--- config.mk ---
export PLATFORM = sky130hd
export DESIGN_NAME = uart_mmio_flat
export DESIGN_NICKNAME = d
export VERILOG_FILES = /design/src/rtl/uart_mmio_if.sv /design/src/rtl/uart_mmio.sv /design/src/flat_wrapper.sv
export SDC_FILE = /design/constraint.sdc
export NUM_CORES = 1
export LEC_CHECK = 0
export CAP_MARGIN = 25
export CORE_UTILIZATION = 40
export CTS_BUF_LIST = sky130_fd_sc_hd__clkbuf_2 sky130_fd_sc_hd__clkbuf_4 sky130_fd_sc_hd__clkbuf_8
export CTS_CLUSTER_SIZE = 30
export DETAILED_ROUTE_END_ITERATION = 10
export PLACE_DENSITY = 0.61
export SYNTH_ARGS = -nofsm -noshare
export SYNTH_HDL_FRONTEND = slang
export SYNTH_SLANG_ARGS = --single-unit
export TNS_END_PERCENT = 20
--- constraint.sdc ---
create_clock -name clock -period 4.2 [get_ports clock]
set_clock_uncertainty 0.1 [all_clocks]
set_input_delay 0.63 -clock clock [delete_from_list [all_inputs] [get_ports clock]]
set_output_delay 0.63 -clock clock [all_outputs]
set_load 0.02 [all_outputs]
--- src/rtl/uart_mmio_if.sv ---
// Bus-side port bundle of uart_mmio: decoder select, word offset, write data/strobes
// and the registered read data returned one cycle later.
interface uart_mmio_if;
    logic        bus_sel;
    logic [1:0]  bus_addr;
    logic [31:0] bus_data_w;
    logic [3:0]  bus_mask_w;
    logic [31:0] bus_data_r;

    modport master (output bus_sel, bus_addr, bus_data_w, bus_mask_w, input bus_data_r);
    modport slave  (input bus_sel, bus_addr, bus_data_w, bus_mask_w, output bus_data_r);
endinterface

--- src/rtl/uart_mmio.sv ---
// Memory-mapped 8N1 UART: TX byte FIFO plus shifter, registered zero-wait-state reads.
// Define UART_RX_EN to build the receiver, its flags and the RXDATA register.
module uart_mmio #(
    parameter int          FIFO_LOG2 = 3,
    parameter logic [15:0] DIV_RESET = 16'd867
) (
    input  logic       clock,
    input  logic       reset,
    uart_mmio_if.slave bus,
    output logic       uart_tx,
    input  logic       uart_rx
);
    localparam int                   DEPTH      = 1 << FIFO_LOG2;
    localparam logic [FIFO_LOG2:0]   FULL_COUNT = (FIFO_LOG2 + 1)'(DEPTH);
    localparam logic [FIFO_LOG2-1:0] PTR_ONE    = FIFO_LOG2'(1);
    localparam logic [FIFO_LOG2:0]   CNT_ONE    = (FIFO_LOG2 + 1)'(1);

    typedef enum logic [1:0] {TX_IDLE, TX_START, TX_DATA, TX_STOP} tx_state_t;

    logic        wr_en, wr_tx, wr_status, wr_div;
    logic [15:0] divisor;
    logic        tx_overflow;
    logic        rx_valid, rx_overrun, rx_frame_err;
    logic [7:0]  rx_byte;

    logic [7:0]           fifo_mem [DEPTH];
    logic [FIFO_LOG2-1:0] wr_ptr, rd_ptr;
    logic [FIFO_LOG2:0]   fifo_cnt;
    logic                 fifo_full, fifo_empty, push_ok, tx_pop;

    tx_state_t   tx_state, tx_state_n;
    logic [15:0] tx_cnt, tx_cnt_n;
    logic [2:0]  tx_idx, tx_idx_n;
    logic [7:0]  tx_shift, tx_shift_n;
    logic        tx_line_n, tx_idle;
    logic [31:0] rd_val;
    logic [18:0] unused_bus;

    assign wr_en     = bus.bus_sel & bus.bus_mask_w[0];
    assign wr_tx     = wr_en && (bus.bus_addr == 2'd0);
    assign wr_status = wr_en && (bus.bus_addr == 2'd1);
    assign wr_div    = wr_en && (bus.bus_addr == 2'd3);

    assign fifo_full  = (fifo_cnt == FULL_COUNT);
    assign fifo_empty = (fifo_cnt == '0);
    // Fullness is judged on the pre-edge count, so a push is dropped even if the shifter pops now.
    assign push_ok    = wr_tx & ~fifo_full;
    assign tx_idle    = fifo_empty && (tx_state == TX_IDLE);
    assign unused_bus = {bus.bus_data_w[31:16], bus.bus_mask_w[3:1]};

    always_ff @(posedge clock) begin
        if (push_ok) fifo_mem[wr_ptr] <= bus.bus_data_w[7:0];
    end

    always_ff @(posedge clock) begin
        if (reset) begin
            wr_ptr   <= '0;
            rd_ptr   <= '0;
            fifo_cnt <= '0;
        end else begin
            if (push_ok) wr_ptr <= wr_ptr + PTR_ONE;
            if (tx_pop)  rd_ptr <= rd_ptr + PTR_ONE;
            if (push_ok && !tx_pop)      fifo_cnt <= fifo_cnt + CNT_ONE;
            else if (!push_ok && tx_pop) fifo_cnt <= fifo_cnt - CNT_ONE;
        end
    end

    always_ff @(posedge clock) begin
        if (reset) begin
            divisor     <= DIV_RESET;
            tx_overflow <= 1'b0;
        end else begin
            if (wr_div) divisor <= bus.bus_data_w[15:0];
            if (wr_tx && fifo_full)                    tx_overflow <= 1'b1;
            else if (wr_status && bus.bus_data_w[4])   tx_overflow <= 1'b0;
        end
    end

    always_ff @(posedge clock) begin
        if (reset) begin
            tx_state <= TX_IDLE;
            tx_cnt   <= '0;
            tx_idx   <= '0;
            tx_shift <= '0;
            uart_tx  <= 1'b1;
        end else begin
            tx_state <= tx_state_n;
            tx_cnt   <= tx_cnt_n;
            tx_idx   <= tx_idx_n;
            tx_shift <= tx_shift_n;
            uart_tx  <= tx_line_n;
        end
    end

    // The bit counter reloads from the live divisor at every boundary, so rate changes
    // take effect from the next bit; the line level is registered to stay glitch-free.
    always_comb begin
        tx_state_n = tx_state;
        tx_cnt_n   = tx_cnt - 16'd1;
        tx_idx_n   = tx_idx;
        tx_shift_n = tx_shift;
        tx_line_n  = uart_tx;
        tx_pop     = 1'b0;
        unique case (tx_state)
            TX_IDLE: begin
                tx_cnt_n  = tx_cnt;
                tx_line_n = 1'b1;
                if (!fifo_empty) begin
                    tx_pop     = 1'b1;
                    tx_state_n = TX_START;
                    tx_shift_n = fifo_mem[rd_ptr];
                    tx_cnt_n   = divisor;
                    tx_line_n  = 1'b0;
                end
            end
            TX_START: begin
                if (tx_cnt == '0) begin
                    tx_state_n = TX_DATA;
                    tx_cnt_n   = divisor;
                    tx_idx_n   = '0;
                    tx_line_n  = tx_shift[0];
                end
            end
            TX_DATA: begin
                if (tx_cnt == '0) begin
                    tx_cnt_n   = divisor;
                    tx_shift_n = tx_shift >> 1;
                    if (tx_idx == 3'd7) begin
                        tx_state_n = TX_STOP;
                        tx_line_n  = 1'b1;
                    end else begin
                        tx_idx_n  = tx_idx + 3'd1;
                        tx_line_n = tx_shift[1];
                    end
                end
            end
            TX_STOP: begin
                if (tx_cnt == '0) begin
                    tx_cnt_n = divisor;
                    if (!fifo_empty) begin
                        tx_pop     = 1'b1;
                        tx_state_n = TX_START;
                        tx_shift_n = fifo_mem[rd_ptr];
                        tx_line_n  = 1'b0;
                    end else begin
                        tx_state_n = TX_IDLE;
                        tx_line_n  = 1'b1;
                    end
                end
            end
            default: tx_state_n = TX_IDLE;
        endcase
    end

`ifdef UART_RX_EN
    typedef enum logic [1:0] {RX_IDLE, RX_START, RX_DATA, RX_STOP} rx_state_t;

    rx_state_t   rx_state, rx_state_n;
    logic        rx_sync1, rx_sync2, rx_prev;
    logic [15:0] rx_cnt, rx_cnt_n;
    logic [2:0]  rx_idx, rx_idx_n;
    logic [7:0]  rx_shift, rx_shift_n;
    logic        rx_good, rx_bad, rx_pop;

    assign rx_pop = wr_en && (bus.bus_addr == 2'd2);

    always_ff @(posedge clock) begin
        if (reset) begin
            rx_sync1 <= 1'b1;
            rx_sync2 <= 1'b1;
            rx_prev  <= 1'b1;
            rx_state <= RX_IDLE;
            rx_cnt   <= '0;
            rx_idx   <= '0;
            rx_shift <= '0;
        end else begin
            rx_sync1 <= uart_rx;
            rx_sync2 <= rx_sync1;
            rx_prev  <= rx_sync2;
            rx_state <= rx_state_n;
            rx_cnt   <= rx_cnt_n;
            rx_idx   <= rx_idx_n;
            rx_shift <= rx_shift_n;
        end
    end

    // The start bit is checked half a period in, so every later sample lands mid-bit.
    always_comb begin
        rx_state_n = rx_state;
        rx_cnt_n   = rx_cnt - 16'd1;
        rx_idx_n   = rx_idx;
        rx_shift_n = rx_shift;
        rx_good    = 1'b0;
        rx_bad     = 1'b0;
        unique case (rx_state)
            RX_IDLE: begin
                rx_cnt_n = rx_cnt;
                if (rx_prev && !rx_sync2) begin
                    rx_state_n = RX_START;
                    rx_cnt_n   = divisor >> 1;
                end
            end
            RX_START: begin
                if (rx_cnt == '0) begin
                    rx_cnt_n = divisor;
                    rx_idx_n = '0;
                    rx_state_n = rx_sync2 ? RX_IDLE : RX_DATA;
                end
            end
            RX_DATA: begin
                if (rx_cnt == '0) begin
                    rx_cnt_n   = divisor;
                    rx_shift_n = {rx_sync2, rx_shift[7:1]};
                    if (rx_idx == 3'd7) rx_state_n = RX_STOP;
                    else                rx_idx_n   = rx_idx + 3'd1;
                end
            end
            RX_STOP: begin
                if (rx_cnt == '0) begin
                    rx_state_n = RX_IDLE;
                    rx_good    = rx_sync2;
                    rx_bad     = ~rx_sync2;
                end
            end
            default: rx_state_n = RX_IDLE;
        endcase
    end

    // A pop on the same edge as a new byte frees the holder, so the load wins without overrun.
    always_ff @(posedge clock) begin
        if (reset) begin
            rx_valid     <= 1'b0;
            rx_byte      <= '0;
            rx_overrun   <= 1'b0;
            rx_frame_err <= 1'b0;
        end else begin
            if (rx_good && (!rx_valid || rx_pop)) begin
                rx_valid <= 1'b1;
                rx_byte  <= rx_shift;
            end else if (rx_pop) begin
                rx_valid <= 1'b0;
            end
            if (rx_good && rx_valid && !rx_pop)         rx_overrun <= 1'b1;
            else if (wr_status && bus.bus_data_w[3])    rx_overrun <= 1'b0;
            if (rx_bad)                                 rx_frame_err <= 1'b1;
            else if (wr_status && bus.bus_data_w[5])    rx_frame_err <= 1'b0;
        end
    end
`else
    logic unused_rx;
    assign unused_rx    = uart_rx;
    assign rx_valid     = 1'b0;
    assign rx_overrun   = 1'b0;
    assign rx_frame_err = 1'b0;
    assign rx_byte      = '0;
`endif

    always_comb begin
        rd_val = '0;
        unique case (bus.bus_addr)
            2'd1: begin
                rd_val[0]    = fifo_full;
                rd_val[1]    = tx_idle;
                rd_val[2]    = rx_valid;
                rd_val[3]    = rx_overrun;
                rd_val[4]    = tx_overflow;
                rd_val[5]    = rx_frame_err;
                rd_val[15:8] = 8'(fifo_cnt);
            end
            2'd2:    rd_val[8:0]  = {rx_valid, rx_byte};
            2'd3:    rd_val[15:0] = divisor;
            default: rd_val = '0;
        endcase
    end

    always_ff @(posedge clock) begin
        if (reset) bus.bus_data_r <= '0;
        else       bus.bus_data_r <= bus.bus_sel ? rd_val : 32'd0;
    end
endmodule

--- src/flat_wrapper.sv ---
// flat-port wrapper written by rule: the top's interface ports become plain ports
module uart_mmio_flat 
#(
    parameter int          FIFO_LOG2 = 3,
    parameter logic [15:0] DIV_RESET = 16'd867
)
  (clock, reset, uart_tx, uart_rx, bus_bus_sel, bus_bus_addr, bus_bus_data_w, bus_bus_mask_w, bus_bus_data_r);
  uart_mmio_if bus_i ();
  input  logic clock;
  input  logic reset;
  output logic uart_tx;
  input  logic uart_rx;
  input wire logic [$bits(bus_i.bus_sel)-1:0] bus_bus_sel;
  input wire logic [$bits(bus_i.bus_addr)-1:0] bus_bus_addr;
  input wire logic [$bits(bus_i.bus_data_w)-1:0] bus_bus_data_w;
  input wire logic [$bits(bus_i.bus_mask_w)-1:0] bus_bus_mask_w;
  output wire logic [$bits(bus_i.bus_data_r)-1:0] bus_bus_data_r;
  assign bus_i.bus_sel = bus_bus_sel;
  assign bus_i.bus_addr = bus_bus_addr;
  assign bus_i.bus_data_w = bus_bus_data_w;
  assign bus_i.bus_mask_w = bus_bus_mask_w;
  assign bus_bus_data_r = bus_i.bus_data_r;
  uart_mmio #(.FIFO_LOG2(FIFO_LOG2), .DIV_RESET(DIV_RESET)) u_core (.clock(clock), .reset(reset), .bus(bus_i), .uart_tx(uart_tx), .uart_rx(uart_rx));
endmodule
# Yosys cells after proc, flatten, opt, wreduce, memory -nomap -nowiden
# Memories as Yosys holds them, arrays and structs flattened. A register that Yosys moved wholly into a read port is not among the register bits.
# Index checks and enable logic that the tools add are counted.
dict set report word_totals {
  regBits 89
  ramBits 64
  out_inout_bits 33
  wordCells 101
  mem_count 1
}
dict set report classes {
  add_sub_neg 6
  n_eq_ne 13
  mux 38
  bitwise 5
  n_reduce_logical 25
}
# name words word_bits read_ports rd_clocked_by_memory_dff wr line
set memory_table {}
lappend memory_table {u_core.fifo_mem 8 8 1 1 1 uart_mmio.sv:26} ;# logic [7:0] fifo_mem [DEPTH];
# op count
set op_table {}
lappend op_table {{2-to-1 mux 16 bit} 2}
lappend op_table {{one-hot mux 16 bit (2 select lines)} 1}
lappend op_table {{2-to-1 mux 8 bit} 3}
lappend op_table {{one-hot mux 8 bit (3 select lines)} 1}
lappend op_table {{logical NOT 16 bit} 1}
lappend op_table {{subtractor 16 x 1 -> 16 bit, second input constant} 1}
lappend op_table {{2-to-1 mux 3 bit} 5}
lappend op_table {{one-hot mux 7 bit (2 select lines)} 1}
lappend op_table {{2-to-1 mux 1 bit} 12}
lappend op_table {{one-hot mux 6 bit (2 select lines)} 1}
lappend op_table {{2-to-1 mux 2 bit} 5}
lappend op_table {{adder 3 x 1 -> 3 bit, second input constant} 3}
lappend op_table {{logical AND 1 bit} 8}
lappend op_table {{2-to-1 mux 4 bit} 2}
lappend op_table {{!= test 2 x 1 -> 1 bit, second input constant} 4}
lappend op_table {{one-hot mux 2 bit (4 select lines)} 1}
lappend op_table {{== test 2 bit, second input constant} 3}
lappend op_table {{one-hot mux 3 bit (2 select lines)} 1}
lappend op_table {{AND reduction 3 bit} 2}
lappend op_table {{nonzero test 2 bit} 3}
lappend op_table {{OR reduction 3 bit} 2}
lappend op_table {{AND reduction 5 bit} 1}
lappend op_table {{adder 4 x 1 -> 4 bit, second input constant} 1}
lappend op_table {{== test 2 x 1 -> 1 bit, second input constant} 2}
lappend op_table {{14 further kinds} 21}

# Logic depth before layout (Yosys ltp)
# Gate-level depths: netlist of run 1.
dict set report logic_depth {
  ltp_word 7
  depth_mapped 14
  mapped_depth_nobuf 14
}

# Worst setup path after synthesis of run 1
# No wires, ideal clock.
dict set report synth_timing {
  path_kind {register to register}
  startpoint {reg u_core.tx_cnt[0]}
  endpoint {reg u_core.fifo_cnt[3]}
  setup_ns 0.070
  arrival_ns 2.994
  required_time_ns 4.030
  slack_ns 1.035
  stages_incl_launch_ff 15
  period_less_slack_ns 3.165
  cell_sequence {dfxtp_1 -> inv_1 -> ha_1 -> nor3b_1 -> and4_1 -> a21oi_1 -> or3_1 -> ha_1 -> inv_1 -> ha_1 -> a21o_1 -> a21oi_1 -> xnor2_1 -> or3_1 -> a21oi_1}
}
dict set report synth_between {
  elab_chain_cells 6
  elab_cells_between_ends 8
  cone_classes {3 x mux; 5 x reduce/logical}
}
# element line
set synth_lines {}
lappend synth_lines {{from (decl)} uart_mmio.sv:32} ;# logic [15:0] tx_cnt, tx_cnt_n;
lappend synth_lines {{from (signal assigned)} uart_mmio.sv:88} ;# tx_cnt <= tx_cnt_n;
lappend synth_lines {{logical NOT 16 bit (*)} uart_mmio.sv:138} ;# if (tx_cnt == '0) begin
lappend synth_lines {{2-to-1 mux 1 bit (*)} uart_mmio.sv:138}
lappend synth_lines {{one-hot mux 1 bit (2 select lines) (*)} uart_mmio.sv:104} ;# unique case (tx_state)
lappend synth_lines {{logical NOT 1 bit} uart_mmio.sv:63} ;# if (push_ok && !tx_pop) fifo_cnt <= fifo_cnt + CNT_ONE;
lappend synth_lines {{logical AND 1 bit} uart_mmio.sv:63}
lappend synth_lines {{2-to-1 mux 4 bit or nonzero test 2 bit (tied branches)} --}
lappend synth_lines {{to (signal assigned)} uart_mmio.sv:63}
lappend synth_lines {{to (signal assigned)} uart_mmio.sv:64} ;# else if (!push_ok && tx_pop) fifo_cnt <= fifo_cnt - CNT_ONE;
lappend synth_lines {{to (decl)} uart_mmio.sv:28} ;# logic [FIFO_LOG2:0] fifo_cnt;
# Mark *: on every way between the ends. The rest lies on a longest branch, timed or not.
# A chain may end at the register's enable or synchronous reset.

# Final worst setup path of run 1
dict set report layout_timing {
  startpoint {reg u_core.tx_cnt[1]}
  endpoint {reg u_core.fifo_cnt[3]}
}
# The elaborated chain is that of the path after synthesis.

==> results of run 1 <==
[worst reg2reg max path: stages, from the launching register on]
cell and delay (ps):
dfxtp_1 330, inv_1 80, ha_1 170, nor3b_1 280, and4_1 520, a21oi_1 230, or3_1 410, ha_1 250
inv_1 120, ha_1 250, a21o_1 170, a21oi_1 170, xnor2_1 90, or3_1 300, a21oi_1 140
[logic make-up (layout without fill, tap and decap cells)]
| kind of cell | Yosys count | in the layout |
|---|---|---|
| simple gates | 183 | 183 |
| fa+ha+maj | 15 | 15 |
| mux | 30 | 30 |
| compound gates | 109 | 109 |
| other cells | 1 | 16 |
| flops | 140 | 140 |
| xor+xnor | 4 | 4 |
| buf+inv | 55 | 96 |
[metrics by stage]
stage,area (sq um),setup slack (ps),utilization,instances,hold slack [ps]
floorplan,6170,1040,-,552,340
global placement,6650,588,0.453,745,357
detailed placement,6680,560,0.454,746,359
CTS,7080,523,0.481,777,370
global route,7080,232,0.481,777,399
finish,7080,513,0.481,777,370
[layout by cell type, fill, tap and decap left out, drive strengths merged, types with 8 or more instances in the layout]
cell / netlist / layout
o21ai: 24 / 24
inv: 12 / 13
nand3: 14 / 14
clkdlybuf4s50: 0 / 37
nor2: 31 / 31
nor3: 15 / 15
edfxtp: 64 / 64
clkbuf: 18 / 19
a21oi: 34 / 34
and2: 15 / 15
nand2: 61 / 61
a22o: 15 / 15
or3: 8 / 8
ha: 14 / 14
mux2i: 13 / 13
conb: 1 / 16
dfxtp: 76 / 76
buf: 25 / 16
mux4: 16 / 16
[report_power, final]
group / switching (mW) / internal (mW)
logic: 0.735 / 0.514
clock network: 0.496 / 0.592
registers: 0.137 / 1.53
total: 1.37 / 2.64
[flip-flops by register name, summed over array words and instances, names as in the netlist, named ones only]
register               count
u_core.rd_ptr              3
u_core.fifo_mem           64
u_core.divisor            16
u_core.wr_ptr              3
u_core.bus.bus_data_r     16
u_core.uart_tx             1
u_core.tx_overflow         1
u_core.fifo_cnt            4
u_core.tx_idx              3
u_core.tx_shift            8
u_core.tx_cnt             16
u_core.tx_state            2
[final cells by class]
class	count	area (sq um)	share of cell area
tap	184	230	0.0325
multi-input combinational	357	2450	0.347
timing repair buffer	53	508	0.0718
clock buffer	19	249	0.0352
clock inverter	12	148	0.0209
sequential	140	3440	0.487
inverter	12	45.0	0.00637
[how the worst min path moves through the flow]
stage                                   from                 end  slack (ps)  depth (start not counted)
after floorplan            u_core.divisor[7]   u_core.divisor[7]         340                          2
after global placement    u_core.tx_shift[6]  u_core.tx_shift[6]         360                          1
after detailed placement   u_core.divisor[3]   u_core.divisor[3]         360                          2
after CTS                  u_core.divisor[3]   u_core.divisor[3]         370                          2
after global routing      u_core.tx_shift[6]  u_core.tx_shift[6]         400                          1
final                      u_core.divisor[3]   u_core.divisor[3]         370                          2
[layer usage]
metal,global-route usage,share of wire,vias up
met3,0.0462,0.049,15
met4,0.0689,0.017,0
li1,-,-,2057
met1,0.241,0.46,2089
met2,0.284,0.47,112
met5,0,0,-
==> results.sh, run 1 <==
export IMPL_outcome="finished, violations left"
export IMPL_violations="design-rule violations"
export IMPL_dp_hpwl_mm=9.15
export IMPL_maxCapViolCount=0
export IMPL_antenna_found_initial=0
export IMPL_dieWidth_um=126
export IMPL_critical_path_max_stage_delay_ps=520
export IMPL_post_route_period_util=0.878
export IMPL_synthTopCellsByCount="76 x dfxtp_1, 64 x edfxtp_1, 61 x nand2_1, 34 x a21oi_1, 31 x nor2_1"
export IMPL_synth_xor_area_frac=0.00573
export IMPL_r2r_end="u_core.fifo_cnt[3]"
export IMPL_cts_setup_buffers=0
export IMPL_fp_coreArea_sq_um=14700
export IMPL_yosysTopAreaCellShare=0.314
export IMPL_die_h_um=126
export IMPL_route_detailed_drc=5
export IMPL_cp_start_kind="register"
export IMPL_rsz0062_at_grt="false"
export IMPL_setup_viol=0
export IMPL_critPathTopFamily="simple AND/OR/NAND/NOR gates"
export IMPL_wire_per_inst_um=17.3
export IMPL_r2r_setup_slack_ps=510
export IMPL_critical_path_peak_fanout=12
export IMPL_grt_overflow=0
export IMPL_hold_path_class="reg -> reg"
export IMPL_gp_congestion=0.825
export IMPL_drt_iter0_drc=273
export IMPL_crit_required_ps=4480
export IMPL_wl_mm=13.5
export IMPL_h_tree_depth=4
export IMPL_cts_made_buffers=17
export IMPL_final_max_slew_viol_count=0
export IMPL_synthFlopType="dfxtp_1"
export IMPL_vias=4273
export IMPL_synth_cell_types=60
export IMPL_synth_compound_area_frac=0.117
export IMPL_viasPerCell=5.50
export IMPL_grt_pass1_wl_mm=21.7
export IMPL_synth_fa_ha_area_frac=0.0319
export IMPL_total_power_mw=4.01
export IMPL_fillers=1306
export IMPL_power_density_nw_per_um2=566
export IMPL_rows=44
export IMPL_drt_antenna_violating_nets=0
export IMPL_synth_top_cells_by_area="edfxtp_1 31%, dfxtp_1 25%, mux4_2 5.9%"
export IMPL_syn_inst=537
export IMPL_post_route_min_period_ps=3690
export IMPL_cp_end_kind="register"
export IMPL_synth_simple_area_share=0.155
export IMPL_cts_resized=0
export IMPL_ys_ff_latch=140
export IMPL_tns_ps=0
export IMPL_p_leak_nw=2.50
export IMPL_yosysWarnings=0
export IMPL_cp_depth=14
export IMPL_pin_count=75
export IMPL_synth_most_common_cell="dfxtp_1"
export IMPL_synth_seq_area_share=0.563
export IMPL_initial_core_util=0.416
export IMPL_clock_latency_ps=450
export IMPL_hold_buffers=0
export IMPL_die_area_sq_um=15800
export IMPL_nets=638
export IMPL_max_slew_margin_rel=0.402
export IMPL_worstSetupEndpoint="u_core.fifo_cnt[3]"
export IMPL_hold_viol=0
export IMPL_synth_top_area_cell="edfxtp_1"
export IMPL_tightest_slew_ps=897
export IMPL_first_pass_iters=8
export IMPL_async_flop_share=0
export IMPL_path_cells="inv_1 -> ha_1 -> nor3b_1 -> and4_1 -> a21oi_1 -> or3_1 -> ha_1 -> inv_1 -> ha_1 -> a21o_1 -> a21oi_1 -> xnor2_1 -> or3_1 -> a21oi_1"
export IMPL_cts_root_buf="clkbuf_8"
export IMPL_portBuffers=38
export IMPL_ir_drop_v=0.000239
export IMPL_reg2reg_depth=14
export IMPL_clock_sinks=140
export IMPL_muxShareOfSynthArea=0.0821
export IMPL_areaGrowthSynthToFinish_pct=15.8
export IMPL_drive_gt1_frac=0.115
export IMPL_clockBufferDepth=2
export IMPL_cp_arrival_ps=3970
export IMPL_synthesis_area_sq_um=6110
export IMPL_synth_edf_count=64
export IMPL_critPathBufInv=2
export IMPL_path_class="reg -> reg"
export IMPL_path_clk_slew_ps=70
export IMPL_r2r_start="u_core.tx_cnt[1]"
export IMPL_antenna_cells=0
export IMPL_critPathLaunch="u_core.tx_cnt[1]"
export IMPL_synth_top_family_by_area="simple AND/OR/NAND/NOR gates"
export IMPL_grt_pass1_vias=4130
export IMPL_crit_path_top_delay_cell="and4_1"
export IMPL_fmax_mhz=271
export IMPL_syn_mean_instance_area_sq_um=11.4
export IMPL_track_usage=0.181
export IMPL_cts_tree="built"
export IMPL_grt_max_degree=30
(Power assumes the default switching activity.)
==> run 2: changes to the inputs <==
- clock period: 4.2 -> 3.95 ns (I/O delays scaled with it)
==> run 2 against run 1 <==
Against the previous run:
- first-iteration DRC count is 21% higher
- critical path depth is 1 higher
- clock power is 7% higher
- routed wire length hardly changed
- the flow still finishes with violations (design-rule violations)
- count of clock-buffer cells in the layout is 2 lower
- total power is 6.6% higher
- sequential share of layout area is 0.11 points higher
- sequential power is 6% higher
- cell count is 0.13% higher
- combinational power is 7% higher
- highest routed layer unchanged
==> results.sh, run 2 (synthesis gave the netlist of run 1 again) <==
export IMPL_hold_viol=0
export IMPL_critPathBufInv=3
export IMPL_clock_sinks=140
export IMPL_cp_depth=15
export IMPL_dp_worst_setup_slack_ps=450
export IMPL_path_cells="inv_1 -> ha_1 -> nor3b_1 -> buf_4 -> and4_1 -> a21oi_1 -> or3_1 -> ha_1 -> inv_1 -> ha_1 -> a21o_1 -> a21oi_1 -> xnor2_1 -> or3_1 -> a21oi_1"
export IMPL_critPathTopFamily="compound AO/OA/AOI/OAI gates"
export IMPL_fillers=1297
export IMPL_vias=4313
export IMPL_cp_end_kind="register"
export IMPL_nets=638
export IMPL_crit_path_top_delay_cell="dfxtp_1"
export IMPL_rows=44
export IMPL_power_density_nw_per_um2=605
export IMPL_tightest_slew_ps=874
export IMPL_cts_made_buffers=17
export IMPL_drt_iter0_drc=331
export IMPL_antenna_found_initial=0
export IMPL_r2r_start="u_core.tx_cnt[0]"
export IMPL_final_max_slew_viol_count=0
export IMPL_h_tree_depth=4
export IMPL_p_leak_nw=2.51
export IMPL_ir_drop_v=0.000226
export IMPL_clkPwrFrac=0.273
export IMPL_die_h_um=126
export IMPL_netSwitchingPower_mw=1.48
export IMPL_wire_per_inst_um=17.3
export IMPL_dp_cells=746
export IMPL_dp_hpwl_mm=8.99
export IMPL_die_area_sq_um=15800
export IMPL_dr_max_layer_used="met4"
export IMPL_outcome="finished, violations left"
export IMPL_fmax_mhz=299
export IMPL_initial_core_util=0.416
export IMPL_setup_slack_ps=601
export IMPL_pwr_share_seq=0.414
export IMPL_rsz0062_at_grt="false"
export IMPL_cts_tree="built"
export IMPL_r2r_setup_slack_ps=600
export IMPL_clock_latency_ps=440
export IMPL_path_class="reg -> reg"
export IMPL_final_common_cell="dfxtp_1"
export IMPL_cts_setup_buffers=0
export IMPL_grt_max_degree=26
export IMPL_post_route_min_period_ps=3350
export IMPL_post_route_period_util=0.848
export IMPL_critical_path_max_stage_delay_ps=400
export IMPL_largest_register_ffs=64
export IMPL_wl_mm=13.5
export IMPL_stdcell_count=778
export IMPL_top_register="u_core.fifo_mem"
export IMPL_layout_common_cells="76 x dfxtp_1, 64 x edfxtp_1, 61 x nand2_1, 37 x clkdlybuf4s50_1, 34 x a21oi_1"
export IMPL_first_pass_iters=8
export IMPL_r2r_end="u_core.fifo_cnt[3]"
export IMPL_cp_start_kind="register"
export IMPL_critPathLaunch="u_core.tx_cnt[0]"
export IMPL_crit_required_ps=4230
export IMPL_hold_path_class="reg -> reg"
export IMPL_portBuffers=38
export IMPL_dieWidth_um=126
export IMPL_tns_ps=0
export IMPL_path_clk_slew_ps=80
export IMPL_drive_gt1_frac=0.116
export IMPL_track_usage=0.183
export IMPL_maxCapViolCount=0
export IMPL_grt_overflow=0
export IMPL_wl_met1_mm=6.49
export IMPL_switching_share=0.347
export IMPL_gp_congestion=0.866
export IMPL_route_detailed_drc=5
export IMPL_areaGrowthSynthToFinish_pct=15.5
export IMPL_critical_path_peak_fanout=6
export IMPL_viasPerCell=5.54
export IMPL_max_slew_margin_rel=0.417
export IMPL_total_power_mw=4.27
export IMPL_combPwrFrac=0.313
export IMPL_fp_coreArea_sq_um=14700
export IMPL_worstSetupEndpoint="u_core.fifo_cnt[3]"
export IMPL_cell_internal_pwr_mw=2.79
export IMPL_dr_wl_met3_um=623
export IMPL_hold_worst_slack_ps=372
export IMPL_grt_pass1_vias=4044
export IMPL_grt_pass1_wl_mm=21.8
export IMPL_setup_viol=0
export IMPL_violations="design-rule violations"
export IMPL_cts_resized=0
export IMPL_antenna_cells=0
export IMPL_pin_count=75
export IMPL_cts_root_buf="clkbuf_8"
export IMPL_met2_length_mm=6.12
export IMPL_cp_arrival_ps=3630
export IMPL_hold_buffers=0
export IMPL_drt_antenna_violating_nets=0
export IMPL_clockBufferDepth=2
export IMPL_reg2reg_depth=15
-- run 2: power groups by stage --
stage / logic, mW / clock network [mW] / registers, mW
after floorplan: 1.01 / 0 / 1.76
after global placement: 1.28 / 0 / 1.79
after detailed placement: 1.32 / 0 / 1.80
after CTS: 1.32 / 1.20 / 1.77
after global routing: 1.48 / 1.26 / 1.79
final: 1.34 / 1.17 / 1.77
-- run 2: final cells by class --
| cell class | instances | area (sq um) | share of cell area |
|---|---|---|---|
| clock buffers | 17 | 234 | 0.0331 |
| clock inverters | 15 | 166 | 0.0236 |
| well taps | 184 | 230 | 0.0326 |
| inverters | 12 | 45.0 | 0.00638 |
| repair buffers | 53 | 488 | 0.0691 |
| flip-flops and latches | 140 | 3440 | 0.488 |
| multi-input cells | 357 | 2450 | 0.347 |
-- run 2: how the worst min path moves through the flow --
stage                             from                 end  slack, ps  cells after the start
finish              u_core.divisor[13]  u_core.divisor[13]        370                      2
global route        u_core.tx_shift[4]  u_core.tx_shift[4]        390                      1
CTS                 u_core.divisor[13]  u_core.divisor[13]        370                      2
detailed placement  u_core.divisor[13]  u_core.divisor[13]        360                      2
global placement    u_core.tx_shift[6]  u_core.tx_shift[6]        360                      1
floorplan            u_core.divisor[7]   u_core.divisor[7]        340                      2
-- run 2: through the flow --
stage | util | cell area (sq um)
6_report | 0.480 | 7060
3_3_place_gp | 0.453 | 6660
2_1_floorplan | - | 6170
5_1_grt | 0.480 | 7060
3_5_place_dp | 0.453 | 6660
4_1_cts | 0.480 | 7060
-- run 2: routing by layer --
metal,global-route usage,up-vias
li1,-,2050
met1,0.262,2113
met2,0.269,129
met3,0.0368,21
met4,0.0796,0
met5,0,-
-- run 2: tightest hold or removal path: stages, from the launching register on --
cell and delay (ps):
dfxtp_1 320, nand2_1 50, a21oi_1 50
